<file path="config.mk">
export PLATFORM = sky130hd
export DESIGN_NAME = alu_acc_pipe
export DESIGN_NICKNAME = d
export VERILOG_FILES = /design/src/rtl/alu_acc_pipe.sv
export SDC_FILE = /design/constraint.sdc
export NUM_CORES = 1
export LEC_CHECK = 0
export BUFFER_PORTS_ARGS = -buffer_cell sky130_fd_sc_hd__buf_4
export CAP_MARGIN = 20
export CORE_MARGIN = 5
export CORE_UTILIZATION = 50
export CTS_CLUSTER_DIAMETER = 150
export DETAILED_ROUTE_END_ITERATION = 7
export GPL_TIMING_DRIVEN = 0
export HOLD_SLACK_MARGIN = 0.08
export PLACE_DENSITY = 0.74
export SETUP_SLACK_MARGIN = 0.02
export SKIP_LAST_GASP = 1
export SLEW_MARGIN = 20
export SYNTH_ARGS = -nofsm -noshare
export SYNTH_HDL_FRONTEND = slang
export SYNTH_SLANG_ARGS = --single-unit
</file>
<file path="constraint.sdc">
create_clock -name i_clk -period 7.7 [get_ports i_clk]
set_input_delay 1.155 -clock i_clk [delete_from_list [all_inputs] [get_ports i_clk]]
set_output_delay 1.155 -clock i_clk [all_outputs]
set_load 0.05 [all_outputs]
</file>
<file path="src/rtl/alu_acc_pipe.sv">
// alu_acc_pipe: parametrised 8-op ALU with an internal accumulator, {N,Z,C,V}
// status flags and a valid/ready handshake feeding a one-deep result register.
// The accumulator stands in for the old external A operand.
// Optional build macro ALU_ACC_PIPE_SAT_EN: ADD, SUB and ADD_A saturate signed
// instead of wrapping. V still reports the overflow, and C is the unsaturated
// carry/borrow.
module alu_acc_pipe #(
    parameter int               WIDTH    = 32,
    parameter logic [WIDTH-1:0] ACC_INIT = '0
) (
    input  logic             i_clk,
    input  logic             i_reset,
    input  logic             i_valid,
    output logic             o_ready,
    input  logic [2:0]       i_select,
    input  logic [WIDTH-1:0] i_in0,
    input  logic [WIDTH-1:0] i_in1,
    input  logic             i_acc_load,
    input  logic [WIDTH-1:0] i_acc_wdata,
    output logic             o_valid,
    input  logic             i_ready,
    output logic [WIDTH-1:0] o_out,
    output logic [3:0]       o_flags,
    output logic [WIDTH-1:0] o_acc
);

    typedef enum logic [2:0] {
        OP_ADD_A = 3'b000,
        OP_AND   = 3'b001,
        OP_XOR   = 3'b010,
        OP_OR    = 3'b011,
        OP_DEC_A = 3'b100,
        OP_ADD   = 3'b101,
        OP_SUB   = 3'b110,
        OP_INC_A = 3'b111
    } op_e;

    localparam logic [WIDTH-1:0] ONE = WIDTH'(1);

    // Signed overflow from operand and result sign bits. On a subtract the
    // second operand's sign is effectively inverted.
    function automatic logic signed_ovf(input logic a_msb, input logic b_msb,
                                        input logic r_msb, input logic is_sub);
        logic b_eff;
        b_eff = is_sub ? ~b_msb : b_msb;
        return (a_msb == b_eff) && (r_msb != a_msb);
    endfunction

`ifdef ALU_ACC_PIPE_SAT_EN
    // Clamp value for a saturated overflow. An overflow can only move away from
    // the first operand's sign, so that sign selects the rail.
    function automatic logic signed [WIDTH-1:0] sat_clamp(input logic neg);
        logic signed [WIDTH-1:0] r;
        r = neg ? {1'b1, {(WIDTH-1){1'b0}}} : {1'b0, {(WIDTH-1){1'b1}}};
        return r;
    endfunction
`endif

    op_e                     op_p0;
    logic                    accept_p0;
    logic                    vld_p1;
    logic signed [WIDTH-1:0] op_a_p0;
    logic signed [WIDTH-1:0] op_b_p0;
    logic                    is_arith_p0;
    logic                    is_sub_p0;
    logic                    sat_ok_p0;
    logic                    acc_op_p0;
    logic        [WIDTH:0]   ext_p0;
    logic signed [WIDTH-1:0] logic_p0;
    logic signed [WIDTH-1:0] res_p0;
    logic                    c_p0;
    logic                    v_p0;
    logic        [3:0]       flags_p0;
    logic        [WIDTH-1:0] out_p1;
    logic        [3:0]       flags_p1;
    logic        [WIDTH-1:0] acc_q;

    assign op_p0     = op_e'(i_select);
    assign o_ready   = !vld_p1 || i_ready;
    assign accept_p0 = i_valid && o_ready;

    // Stage p0: operand selection, arithmetic, optional saturation and flags
    always_comb begin
        op_a_p0     = i_in0;
        op_b_p0     = i_in1;
        is_arith_p0 = 1'b0;
        is_sub_p0   = 1'b0;
        sat_ok_p0   = 1'b0;
        acc_op_p0   = 1'b0;
        logic_p0    = '0;
        case (op_p0)
            OP_ADD_A: begin
                op_a_p0     = acc_q;
                op_b_p0     = i_in0;
                is_arith_p0 = 1'b1;
                sat_ok_p0   = 1'b1;
                acc_op_p0   = 1'b1;
            end
            OP_AND: logic_p0 = i_in0 & i_in1;
            OP_XOR: logic_p0 = i_in0 ^ i_in1;
            OP_OR:  logic_p0 = i_in0 | i_in1;
            OP_DEC_A: begin
                op_a_p0     = acc_q;
                op_b_p0     = ONE;
                is_arith_p0 = 1'b1;
                is_sub_p0   = 1'b1;
                acc_op_p0   = 1'b1;
            end
            OP_ADD: begin
                is_arith_p0 = 1'b1;
                sat_ok_p0   = 1'b1;
            end
            OP_SUB: begin
                is_arith_p0 = 1'b1;
                is_sub_p0   = 1'b1;
                sat_ok_p0   = 1'b1;
            end
            OP_INC_A: begin
                op_a_p0     = acc_q;
                op_b_p0     = ONE;
                is_arith_p0 = 1'b1;
                acc_op_p0   = 1'b1;
            end
            default: logic_p0 = '0;
        endcase

        // One extra bit holds the carry-out, or the borrow when subtracting.
        if (is_sub_p0)
            ext_p0 = {1'b0, op_a_p0} - {1'b0, op_b_p0};
        else
            ext_p0 = {1'b0, op_a_p0} + {1'b0, op_b_p0};

        c_p0 = is_arith_p0 && ext_p0[WIDTH];
        v_p0 = is_arith_p0 && signed_ovf(op_a_p0[WIDTH-1], op_b_p0[WIDTH-1],
                                         ext_p0[WIDTH-1], is_sub_p0);

        res_p0 = is_arith_p0 ? $signed(ext_p0[WIDTH-1:0]) : logic_p0;
`ifdef ALU_ACC_PIPE_SAT_EN
        if (sat_ok_p0 && v_p0)
            res_p0 = sat_clamp(op_a_p0[WIDTH-1]);
`endif
        flags_p0 = {res_p0[WIDTH-1], (res_p0 == '0), c_p0, v_p0};
    end

    // Stage p1: result register, loaded on accept and held under backpressure
    always_ff @(posedge i_clk) begin
        if (i_reset) begin
            vld_p1   <= 1'b0;
            out_p1   <= '0;
            flags_p1 <= '0;
        end else if (accept_p0) begin
            vld_p1   <= 1'b1;
            out_p1   <= res_p0;
            flags_p1 <= flags_p0;
        end else if (i_ready) begin
            vld_p1   <= 1'b0;
        end
    end

    // Accumulator: an explicit load beats an accumulator-op writeback
    always_ff @(posedge i_clk) begin
        if (i_reset)
            acc_q <= ACC_INIT;
        else if (i_acc_load)
            acc_q <= i_acc_wdata;
        else if (accept_p0 && acc_op_p0)
            acc_q <= res_p0;
    end

    assign o_valid = vld_p1;
    assign o_out   = out_p1;
    assign o_flags = flags_p1;
    assign o_acc   = acc_q;

    // sat_ok_p0 only steers the optional saturation path.
    logic unused_p0;
    assign unused_p0 = sat_ok_p0;

endmodule
</file>
== Yosys cells after proc, flatten, opt, wreduce, memory -nomap -nowiden ==
Index checks and enable logic that the tools add are counted.
W data, S select, Z words.
Storage, ports and cells
  register bits: 69
  latch bits: 0
  bits in writable memories: 0
  ROM bits: 0
  bits of input ports: 104
  logic and storage cells: 47
  memories: 0
Operators by class
  $add $sub $neg: 2
  $mul: 0
  div/mod/pow operators: 0
  $lt $le $gt $ge: 0
  eq/ne operators: 9
  shift operators: 0
  mux-type cells: 13
  bitwise logic cells: 4
  reduce and logical (&&, ||, !) cells: 15
Operators with widths (count)
  $mux W32: 4
  $pmux W32 S3: 1
  $pmux W32 S2: 1
  $add A32 B32 Y33: 1
  $mux W33: 1
  $sub A32 B32 Y33: 1
  $and A32 B32 Y32: 1
  $logic_not A32 Y1: 1
  $or A32 B32 Y32: 1
  $xor A32 B32 Y32: 1
  $eq A3 B3 Y1 const B: 4
  $eq A3 B2 Y1 const B: 2
  $mux W1: 6
  $logic_and A1 B1 Y1: 5
  $reduce_or A5 Y1: 1
  $reduce_bool A2 Y1: 2
  $reduce_or A2 Y1: 2
  $eq A3 B1 Y1 const B: 1
  $logic_not A3 Y1: 1
  $reduce_or A3 Y1: 1
  $eq A1 B1 Y1: 1
  $logic_not A1 Y1: 1
  $logic_or A1 B1 Y1: 1
  $ne A1 B1 Y1: 1
  $not A1 Y1: 1

== Depth between registers and ports, before layout ==
Gate-level depths: netlist (run 1).
  word-level depth: 8
  depth in mapped cells: 25
  depth with buffers taken out: 21

== Least setup slack after synthesis (run 1) ==
OpenSTA, ideal clock, no wires.
  path type: input -> register
  start point: input i_select[2]
  end point: register flags_p1[2], in the netlist o_flags[2]
  library setup time: 0.060 ns
  arrival time: 6.390 ns
  required time: 7.640 ns
  path slack: 1.250 ns
  stages: 24
  path buffers: 10
  cells stage by stage: clkbuf_1 > buf_2 > buf_1 > buf_2 > clkbuf_1 > buf_1 > clkbuf_1 > buf_1 > clkbuf_1 > o211ai_1 > o21ai_0 > a21oi_1 > ha_1 > clkbuf_1 > nand4_1 > or3_1 > a211o_1 > a31oi_1 > o211a_1 > or4b_2 > nand3_1 > a2111o_1 > nor4_1 > a22o_1
Between the ends
  word-level cells in the longest chain between the ends: 7
  elaborated cells between the ends (all ways): 22
  classes of those cells: add/sub: 2; eq/ne: 7; mux: 7; reduce/logical: 6
RTL lines
  start, declared: line 15  | input logic [2:0] i_select,
  $eq A3 B3 Y1 / $logic_not A3 Y1 (equally long branches): line 91  | case (op_p0)
  $reduce_or A2 Y1 (no line) / $reduce_or A3 Y1 (equally long branches)
  $pmux W32 S2 / $mux W32 (equally long branches): line 91
  $add A32 B32 Y33 / $sub A32 B32 Y33 (equally long branches): line 131, 129
  $mux W33: line 128  | if (is_sub_p0)
  $mux W32 *: line 137  | res_p0 = is_arith_p0 ? $signed(ext_p0[WIDTH-1:0]) : logic_p0;
  $logic_not A32 Y1 *: line 142  | flags_p0 = {res_p0[WIDTH-1], (res_p0 == '0), c_p0, v_p0};
  end signal, assigned: line 154  | flags_p1 <= flags_p0;
  end, declared: line 75  | logic [3:0] flags_p1;
Every way passes the cells marked *; elsewhere a longest branch is shown, timed or not.
A chain may end at the register's enable or synchronous reset.

== Worst setup path in the final report (run 1) ==
  start point: input i_select[0]
  end point: register out_p1[29], in the netlist o_out[29]
Between the ends
  word-level cells in the longest chain between the ends: 6
  elaborated cells between the ends (all ways): 21
  classes of those cells: add/sub: 2; eq/ne: 7; mux: 7; reduce/logical: 5
RTL lines
  $eq A3 B3 Y1 / $logic_not A3 Y1 (equally long branches): line 91
  $reduce_or A2 Y1 (no line) / $reduce_or A3 Y1 (equally long branches)
  $pmux W32 S2 / $mux W32 (equally long branches): line 91
  $add A32 B32 Y33 / $sub A32 B32 Y33 (equally long branches): line 131, 129
  $mux W33: line 128
  $mux W32 *: line 137
  end signal, assigned: line 153  | out_p1 <= res_p0;
  end, declared: line 74  | logic [WIDTH-1:0] out_p1;
Marks and branches as above.

==> flow_summary.yaml, run 1 <==
run_status:
  status: "completed"
timing:
  min_period_ps: 7360
  rsz0062_at_grt: "no"
  finClkSkew_ps: 3.59
  period_share_pct: 95.6
  hold_violations: 0
  fin_setup_tns_ps: 0
  fmaxAchievable_mhz: 136
  whs_ps: 452
  relSlewSlack_pct: 47.4
  drv_slew: 0
  worstMarginPinSlew_ps: 789
  finalSetupViolations: 0
  setup_ws_ps: 340
setup_path:
  worstPathCellList: "buf_4 > buf_4 > nor2_2 > o32ai_1 > a211o_1 > or4b_1 > or3_4 > nor4_4 > xnor2_1 > a32oi_1 > o32ai_1 > a21oi_1 > ha_1 > clkbuf_1 > nand4_1 > or3_1 > a211o_1 > a31oi_1 > nor3_1 > o41ai_1 > a21oi_1 > xnor2_1 > a21oi_1 > a211oi_1"
  arrival_ps: 7610
  end_kind: "register"
  crit_family: "compound AO/OA/AOI/OAI gates"
  r2r-end: "o_flags[2]$_SDFFE_PP0P_"
  ff2ff_setup_slack_ps: 3570
  path_buf_inv: 3
  cpMostUsedCell: "a21oi_1"
  timing.rr.start: "o_acc[0]$_SDFFE_PP0P_"
  slowest_stage: "or4b_1"
  cpPeakStageDelay_ps: 510
  required_ps: 7950
  crit_type: "in -> reg"
  path_max_fanout: 10
  rr_worst_depth: 14
  start_kind: "primary input"
die:
  io-pin-count: 174
  fp-row-count: 48
  initial_utilization_pct: 50.7
  die_x_um: 142
  dieArea_um2: 20200
  core_area_um2: 17200
  chipHeight_um: 142
yosys:
  synth_top_flop_cell: "dfxtp_1"
  synth_cells: 1309
  syn-mean-instance-area_um2: 6.67
  ys_warn_count: 0
  synth_cell_type_count: 79
  yosys-top-cells-count: "nand2_1 (182), a21oi_1 (166), nor2_1 (155), ha_1 (96), o21ai_0 (86)"
  syn-cell-area_um2: 8730
  yosys-top-cells-area: "dfxtp_1 (16%), ha_1 (14%), a21oi_1 (9.5%), nand2_1 (7.8%), nor2_1 (6.7%)"
  syn_nets: 1510
  synth_top_area_cell: "dfxtp_1"
  yosysMostFrequentCell: "nand2_1"
  async_reset_ff_share_pct: 0
  synthDominantCellAreaShare_pct: 15.6
  synth_edf_count: 0
  ys_seq_area_share_pct: 15.6
  ys_seq_elements: 68
clock_tree:
  worst_setup_hold_path_clk_slew_ps: 60
  cts_hold_buf: 0
  numCtsBuffers: 9
  clk_path_buf_depth: 2
  htreeDepth: 3
  cts_tree: "done"
  cts-root-buf: "clkbuf_16"
  cts.sinks: 68
  insertion_delay_ps: 340
power:
  p_per_area_nw_per_um2: 177
  peakVddDrop_mv: 0.204
  p_sw_mw: 0.862
  clkPwrFrac_pct: 23.9
  switching_share_pct: 45.6
  power.internal_mw: 1.03
  power_frac_seq_pct: 21.8
  leakage_nw: 4.77
  p_total_mw: 1.89
  pwr-share-comb_pct: 54.3
placed_design:
  port_buffers: 170
  dpl.hpwl_um: 29400
  place_congestion: 1.02
  place_ws_ps: -1010
  dpl_cell_area_um2: 10300
  dp_cells: 1704
route:
  vias: 10500
  routedWlPerCell_um: 21.0
  wl_um: 36000
  vias_per_cell: 6.13
  drt-initial-drc-count: 948
  dr.pass1.iters: 5
  ant_nets: 0
  drc_errors: 0
global_route:
  grt_pass1_vias: 10100
  grt_pass1_wl_um: 55100
  grt_max_degree: 20
  gr-total-overflow: 0
  grt.total_usage_pct: 34.6
  antenna_found_initial: 0
min_path:
  hp-start: "o_out[7]$_SDFFE_PP0P_"
  hold_path_end: "o_out[7]$_SDFFE_PP0P_"
  hold_class: "reg -> reg"
  whs_path_depth: 2
layout:
  final_util_pct: 61.8
  syn_to_final_growth_pct: 22.1
  fin_area_um2: 10700
  drive_gt1_share_pct: 15.9
  final_cell_count_no_fill: 1717
  final_nets: 1688
  n_fill_cell: 1705
  insertedDiodeCount: 0
run:
  cap_viol_max_count: 0
cells in the final DEF (no fill, tap or decap), drive strengths merged, types with 5 or more instances in the layout:
master / Yosys / routed
nor3: 18 / 18
nand2b: 8 / 8
nand2: 182 / 182
o21bai: 7 / 7
a21oi: 166 / 166
o21ai: 87 / 87
and2: 5 / 5
nor4: 7 / 7
a22oi: 26 / 26
xor2: 26 / 26
a21o: 16 / 16
a211oi: 29 / 29
xnor2: 31 / 31
and3: 5 / 5
o22ai: 5 / 5
a32oi: 7 / 7
mux2i: 10 / 10
or3b: 8 / 8
nor2: 158 / 158
nand4: 11 / 11
nand3: 18 / 18
o211ai: 16 / 16
dfxtp: 68 / 68
inv: 82 / 83
or2: 5 / 5
or3: 7 / 7
nor2b: 16 / 16
buf: 25 / 189
clkbuf: 70 / 83
ha: 96 / 96
a221oi: 6 / 6
a31oi: 7 / 7
per-layer routing:
metal	vias to the layer above	part of all wire, %	track usage (%)
met1	4927	40	44.0
met4	0	4.6	14.8
met2	522	47	58.6
met5	-	0	0
li1	4981	-	-
met3	100	8.0	4.70
worst max-delay path by stage:
stage,startpoint,end,slack [ps],depth (start not counted)
floorplan,i_select[2],o_flags[2]$_SDFFE_PP0P_,1250,24
global placement,i_select[2],o_flags[2]$_SDFFE_PP0P_,-1210,22
detailed placement,i_select[2],o_flags[2]$_SDFFE_PP0P_,-1010,22
CTS,i_select[0],o_flags[2]$_SDFFE_PP0P_,80,24
global route,i_select[1],o_out[29]$_SDFFE_PP0P_,20,26
finish,i_select[0],o_out[29]$_SDFFE_PP0P_,340,24
power groups by stage:
stage	Sequential [mW]	Combinational [mW]	Clock, mW
6_report	0.412	1.03	0.452
5_1_grt	0.415	1.11	0.470
4_1_cts	0.411	1.01	0.454
3_5_place_dp	0.418	1.00	0
3_3_place_gp	0.418	0.997	0
2_1_floorplan	0.529	0.571	0
logic make-up (layout without fill, tap and decap cells):
family	Yosys count	after routing	share of synthesized area [%]
buffers and inverters	177	360	7.92
xor gates and xnor gates	57	57	5.89
adders and majority gates	97	97	14.0
muxes	10	10	1.15
DFF	68	68	15.6
AOI/OAI and AO/OA	431	431	30.8
and+or+nand+nor	469	469	24.7
sequential cells by signal (all words and copies together) (netlist names):
signal and flops:
o_acc 32, o_out 32, o_flags 3, o_valid 1
worst reg2reg max path, stage by stage (launching register included):
cell and delay, ps:
dfxtp_1 370, a21oi_1 180, ha_1 210, inv_1 60, fa_1 400, a211oi_1 430
o31ai_1 250, a21oi_2 420, o31ai_1 210, a2111oi_0 450, nor3_1 180, a211oi_1 250
nand4_1 160, nor4_1 340, a22o_1 170
cell type report:
cell class | instances | area, um^2 | share of cell area [%]
flip-flops and latches | 68 | 1360 | 12.8
clock inverters | 6 | 86.3 | 0.810
well taps | 225 | 282 | 2.64
plain buffers | 91 | 384 | 3.60
multi-input cells | 1064 | 6710 | 63.0
clock buffers | 10 | 239 | 2.24
repair buffers | 171 | 1280 | 12.0
inverters | 82 | 308 | 2.89
repair_timing:
item | CTS | global route
endpoints found under the setup margin | 25 | 8
resized for setup | 5 | 14
setup buffers | 0 | 1
pin swaps | 0 | 1
Note: power is estimated with default switching activity, not from simulation.
==> inputs of run 2 (changes only) <==
--- a/config.mk
+++ b/config.mk
@@ -5,7 +5,7 @@
 export SDC_FILE = /design/constraint.sdc
 export NUM_CORES = 1
 export LEC_CHECK = 0
-export BUFFER_PORTS_ARGS = -buffer_cell sky130_fd_sc_hd__buf_4
+export BUFFER_PORTS_ARGS = -buffer_cell sky130_fd_sc_hd__buf_2
 export CAP_MARGIN = 20
 export CORE_MARGIN = 5
 export CORE_UTILIZATION = 50
==> run 2 against run 1 <==
Effect of this change: worst setup slack worse by 68 ps; design area fell by 3.9%; sequential power about the same; routed wire length is 1.9% lower; total power down 1.9%; sequential share of layout area rose by 0.52 points; via count is 0.73% higher; clock skew rose by 3.2 ps; combinational power fell by 4%; register-to-register slack improved by 120 ps; clock power is essentially flat; highest routed layer unchanged.
==> flow_summary.yaml, run 2 (synthesis results as in run 1) <==
die:
  core_area_um2: 17200
  initial_utilization_pct: 50.7
  chipHeight_um: 142
  io-pin-count: 174
  fp-row-count: 48
  die_x_um: 142
  dieArea_um2: 20200
layout:
  final_cell_mix: "nand2_1 (182), buf_2 (178), a21oi_1 (165)"
  insertedDiodeCount: 0
  multi_input_area_um2: 6710
  drive_gt1_share_pct: 15.9
  syn_to_final_growth_pct: 17.3
  n_fill_cell: 1716
  final_nets: 1691
  seq_area_um2: 1360
  final_common_cell: "nand2_1"
  fin_area_um2: 10200
  final_cell_count_no_fill: 1720
placed_design:
  place_congestion: 0.959
  port_buffers: 170
  dpl.hpwl_um: 28500
  dp_cells: 1704
  dpl_cell_area_um2: 9860
power:
  p_total_mw: 1.86
  p_sw_mw: 0.859
  pwr-share-comb_pct: 53.4
  peakVddDrop_mv: 0.154
  power_frac_seq_pct: 22.1
  p_per_area_nw_per_um2: 181
  switching_share_pct: 46.3
  leakage_nw: 4.68
  power.internal_mw: 0.996
  clkPwrFrac_pct: 24.5
clock_tree:
  numCtsBuffers: 9
  cts.sinks: 68
  clk_path_buf_depth: 2
  cts_tree: "done"
  cts_hold_buf: 0
  worst_setup_hold_path_clk_slew_ps: 60
  insertion_delay_ps: 330
  htreeDepth: 3
  cts-root-buf: "clkbuf_16"
setup_path:
  r2r-end: "o_flags[2]$_SDFFE_PP0P_"
  crit_type: "in -> reg"
  path_max_fanout: 19
  ff2ff_setup_slack_ps: 3690
  required_ps: 7960
  rr_worst_depth: 14
  arrival_ps: 7690
  timing.rr.start: "o_acc[0]$_SDFFE_PP0P_"
  end_kind: "register"
  start_kind: "primary input"
route:
  vias: 10600
  drc_errors: 0
  dr.pass1.iters: 8
  routedWlPerCell_um: 20.5
  vias_per_cell: 6.17
  drt-initial-drc-count: 1065
  ant_nets: 0
  wl_um: 35300
timing:
  hold_violations: 0
  worstMarginPinSlew_ps: 722
  finClkSkew_ps: 6.82
  min_period_ps: 7430
  relSlewSlack_pct: 51.9
  drv_slew: 0
  finalSetupViolations: 0
  fmaxAchievable_mhz: 135
  period_share_pct: 96.5
  rsz0062_at_grt: "no"
run_status:
  status: "completed"
run:
  cap_viol_max_count: 0
min_path:
  hold_path_end: "o_flags[1]$_SDFFE_PP0P_"
  hp-start: "o_flags[1]$_SDFFE_PP0P_"
  whs_path_depth: 2
  hold_class: "reg -> reg"
global_route:
  grt.total_usage_pct: 33.7
  grt_max_degree: 20
  grt_pass1_vias: 10000
  gr-total-overflow: 0
  grt_pass1_wl_um: 53900
  antenna_found_initial: 0
-- run 2: cell types whose count changed in the layout (fill, tap and decap cells not counted), sizes merged --
cell	change
clkbuf	+1
clkinv	+2
inv	-1
clkinvlp	-1
buf	+2
-- run 2: area by class of cell --
cell class | instances | area share [%]
timing repair buffer | 171 | 8.38
clock buffer | 10 | 2.33
inverter | 82 | 3.00
clock inverter | 6 | 0.855
buffer | 94 | 3.86
tap | 225 | 2.75
sequential | 68 | 13.3
multi-input combinational | 1064 | 65.5
-- run 2: timing repair --
| item | CTS | global route |
|---|---|---|
| resized for setup | 5 | 16 |
| setup buffers | 0 | 1 |
| pin swaps | 0 | 1 |
| setup endpoints to repair | 33 | 15 |
-- run 2: stage by stage --
step	setup TNS, ps	utilization [%]	setup WS, ps	hold WS (ps)
finish	0	59.4	272	448
global route	0	59.4	15.6	476
CTS	0	59.2	101	451
detailed placement	-20760	57.2	-1430	438
global placement	-21490	57.2	-1310	426
floorplan	0	-	1250	665
-- run 2: power by group through the flow --
stage / clock (mW) / combinational (mW) / sequential [mW]
detailed placement: 0 / 0.961 / 0.417
floorplan: 0 / 0.571 / 0.529
global route: 0.470 / 1.07 / 0.414
finish: 0.455 / 0.990 / 0.410
global placement: 0 / 0.954 / 0.417
CTS: 0.452 / 0.968 / 0.410
-- run 2: worst max path at each step --
stage / from / end / slack [ps] / depth (start not counted)
floorplan: i_select[2] / o_flags[2]$_SDFFE_PP0P_ / 1250 / 24
global placement: i_select[2] / o_flags[2]$_SDFFE_PP0P_ / -1310 / 23
detailed placement: i_select[2] / o_flags[2]$_SDFFE_PP0P_ / -1430 / 23
CTS: i_select[2] / o_flags[2]$_SDFFE_PP0P_ / 100 / 23
global route: i_select[2] / o_flags[0]$_SDFFE_PP0P_ / 20 / 22
finish: i_select[2] / o_acc[31]$_SDFFE_PP0P_ / 270 / 22
-- run 2: metal layers --
| layer | vias up | part of all wire [%] | global-route usage [%] |
|---|---|---|---|
| met5 | - | 0 | 0 |
| met4 | 0 | 4.8 | 14.3 |
| met3 | 103 | 7.8 | 5.14 |
| met2 | 538 | 47 | 57.0 |
| met1 | 4970 | 41 | 42.7 |
| li1 | 4996 | - | - |
-- run 2: worst max-delay path: stages --
cell and delay [ps]:
clkbuf_1 290, clkbuf_4 390, buf_2 370, clkbuf_2 360, clkbuf_2 320, nor2b_1 170, clkbuf_1 330, clkbuf_1 600
a21oi_1 120, xor2_1 330, ha_1 290, clkbuf_1 220, a21oi_1 280, o21ai_0 230, a22oi_1 330, a31oi_1 220
o211a_1 270, or4b_2 640, nand3_1 180, a21oi_1 140, a211o_1 320, a21oi_1 120
==> inputs of run 3 (changes only) <==
==> constraint.sdc (replaced) <==
create_clock -name i_clk -period 7.7 [get_ports i_clk]
set_input_delay 0.77 -clock i_clk [delete_from_list [all_inputs] [get_ports i_clk]]
set_output_delay 0.77 -clock i_clk [all_outputs]
set_load 0.05 [all_outputs]
==> run 3 against run 2 <==
Effect of this change: register-to-register slack got worse by 30 ps; hold slack about the same; highest routed layer unchanged; routed wire length decreased by 0.39%; flip-flop and latch count unchanged; final cell count decreased by 0.12%; largest power group unchanged; largest cell class unchanged; sequential power about the same; die area unchanged; clock power about the same.
==> flow_summary.yaml, run 3 (synthesis results as in run 1) <==
timing:
  min_period_ps: 7350
  fmaxAchievable_mhz: 136
  relSlewSlack_pct: 48.8
  finalSetupViolations: 0
  drv_slew: 0
  period_share_pct: 95.5
  whs_ps: 449
  hold_violations: 0
  finClkSkew_ps: 6.11
  worstMarginPinSlew_ps: 768
  rsz0062_at_grt: "no"
  setup_ws_ps: 346
clock_tree:
  cts-root-buf: "clkbuf_16"
  insertion_delay_ps: 330
  worst_setup_hold_path_clk_slew_ps: 60
  cts.sinks: 68
  cts_hold_buf: 0
  htreeDepth: 3
  post_cts_buffers: 0
  numCtsBuffers: 9
  clk_path_buf_depth: 2
  cts_tree: "done"
global_route:
  gr-total-overflow: 0
  grt_max_degree: 20
  antenna_found_initial: 0
  grt_pass1_vias: 10000
  grt.total_usage_pct: 33.7
  grt_pass1_wl_um: 53800
route:
  dr.pass1.iters: 5
  vias: 10600
  ant_nets: 0
  drc_errors: 0
  wl_um: 35200
  routedWlPerCell_um: 20.5
  drt-initial-drc-count: 910
  vias_per_cell: 6.16
die:
  dieArea_um2: 20200
  core_area_um2: 17200
  fp-row-count: 48
  io-pin-count: 174
  initial_utilization_pct: 50.7
  die_x_um: 142
  chipHeight_um: 142
layout:
  fin_area_um2: 10200
  syn_to_final_growth_pct: 16.8
  n_fill_cell: 1721
  final_util_pct: 59.2
  multi_input_area_um2: 6690
  final_common_cell: "nand2_1"
  final_nets: 1689
  final_cell_count_no_fill: 1718
  drive_gt1_share_pct: 15.3
  seq_area_um2: 1360
  insertedDiodeCount: 0
  final_cell_mix: "nand2_1 (182), buf_2 (177), a21oi_1 (165)"
power:
  clkPwrFrac_pct: 24.6
  power.internal_mw: 0.994
  leakage_nw: 4.66
  switching_share_pct: 46.3
  p_per_area_nw_per_um2: 181
  power_frac_seq_pct: 22.2
  peakVddDrop_mv: 0.154
  pwr-share-comb_pct: 53.2
  p_sw_mw: 0.856
run_status:
  status: "completed"
setup_path:
  arrival_ps: 7640
  rr_worst_depth: 14
  required_ps: 7980
  start_kind: "primary input"
  crit_type: "in -> reg"
  path_max_fanout: 10
  end_kind: "register"
placed_design:
  dp_cells: 1704
  dpl.hpwl_um: 28500
  port_buffers: 170
  place_congestion: 0.959
  dpl_cell_area_um2: 9860
  place_ws_ps: -1040
min_path:
  whs_path_depth: 2
  hold_class: "reg -> reg"
run:
  cap_viol_max_count: 0
-- run 3: power groups by stage --
stage               clock [mW]  combinational, mW  sequential [mW]
floorplan                    0              0.571            0.529
global placement             0              0.954            0.417
detailed placement           0              0.961            0.417
CTS                      0.452              0.968            0.410
global route             0.470               1.07            0.414
finish                   0.455              0.985            0.410
-- run 3: worst paths after layout --
kind	startpoint	to	slack, ps
setup / recovery	i_select[0]	o_flags[2]$_SDFFE_PP0P_	350
hold / removal	o_flags[1]$_SDFFE_PP0P_	o_flags[1]$_SDFFE_PP0P_	450
setup reg to reg	o_acc[0]$_SDFFE_PP0P_	o_flags[2]$_SDFFE_PP0P_	3660
hold reg to reg	o_flags[1]$_SDFFE_PP0P_	o_flags[1]$_SDFFE_PP0P_	450
-- run 3: area by class of cell --
type	count	area share (%)
Inverter	82	3.02
Timing Repair Buffer	170	8.34
Clock inverter	6	0.859
Buffer	93	3.75
Sequential cell	68	13.3
Multi-Input combinational cell	1064	65.6
Tap cell	225	2.76
Clock buffer	10	2.34
-- run 3: layer usage --
layer	track usage [%]	wire length (um)
met5	0	0
met4	14.7	1650
met3	5.04	2680
met2	56.8	16500
met1	42.6	14400
-- run 3: repair_timing --
action | CTS | global route
endpoints found under the setup margin | 7 | 5
cloned | 0 | 0
gates resized for setup | 3 | 5
endpoints found under the hold margin | 0 | 0
-- run 3: worst max-delay path: stages --
cell      delay (ps)
buf_2            120
buf_4            180
buf_6            160
buf_2            260
buf_1            490
buf_2            380
buf_1            510
buf_1            590
clkbuf_1         440
a32oi_1          160
o32ai_1          150
a21oi_1          110
ha_1             320
clkbuf_1         310
nand4_1          200
or3_1            400
a211o_1          310
a31oi_1          340
o21ai_0          130
a31oi_1          420
and4b_1          260
nand4_1          120
nor4_1           330
a22o_1           160
-- run 3: through the flow --
stage | TNS [ps] | power, mW
6_report | 0 | 1.85
5_1_grt | 0 | 1.95
4_1_cts | 0 | 1.83
3_5_place_dp | -7110 | 1.38
3_3_place_gp | -7450 | 1.37
2_1_floorplan | 0 | 1.10
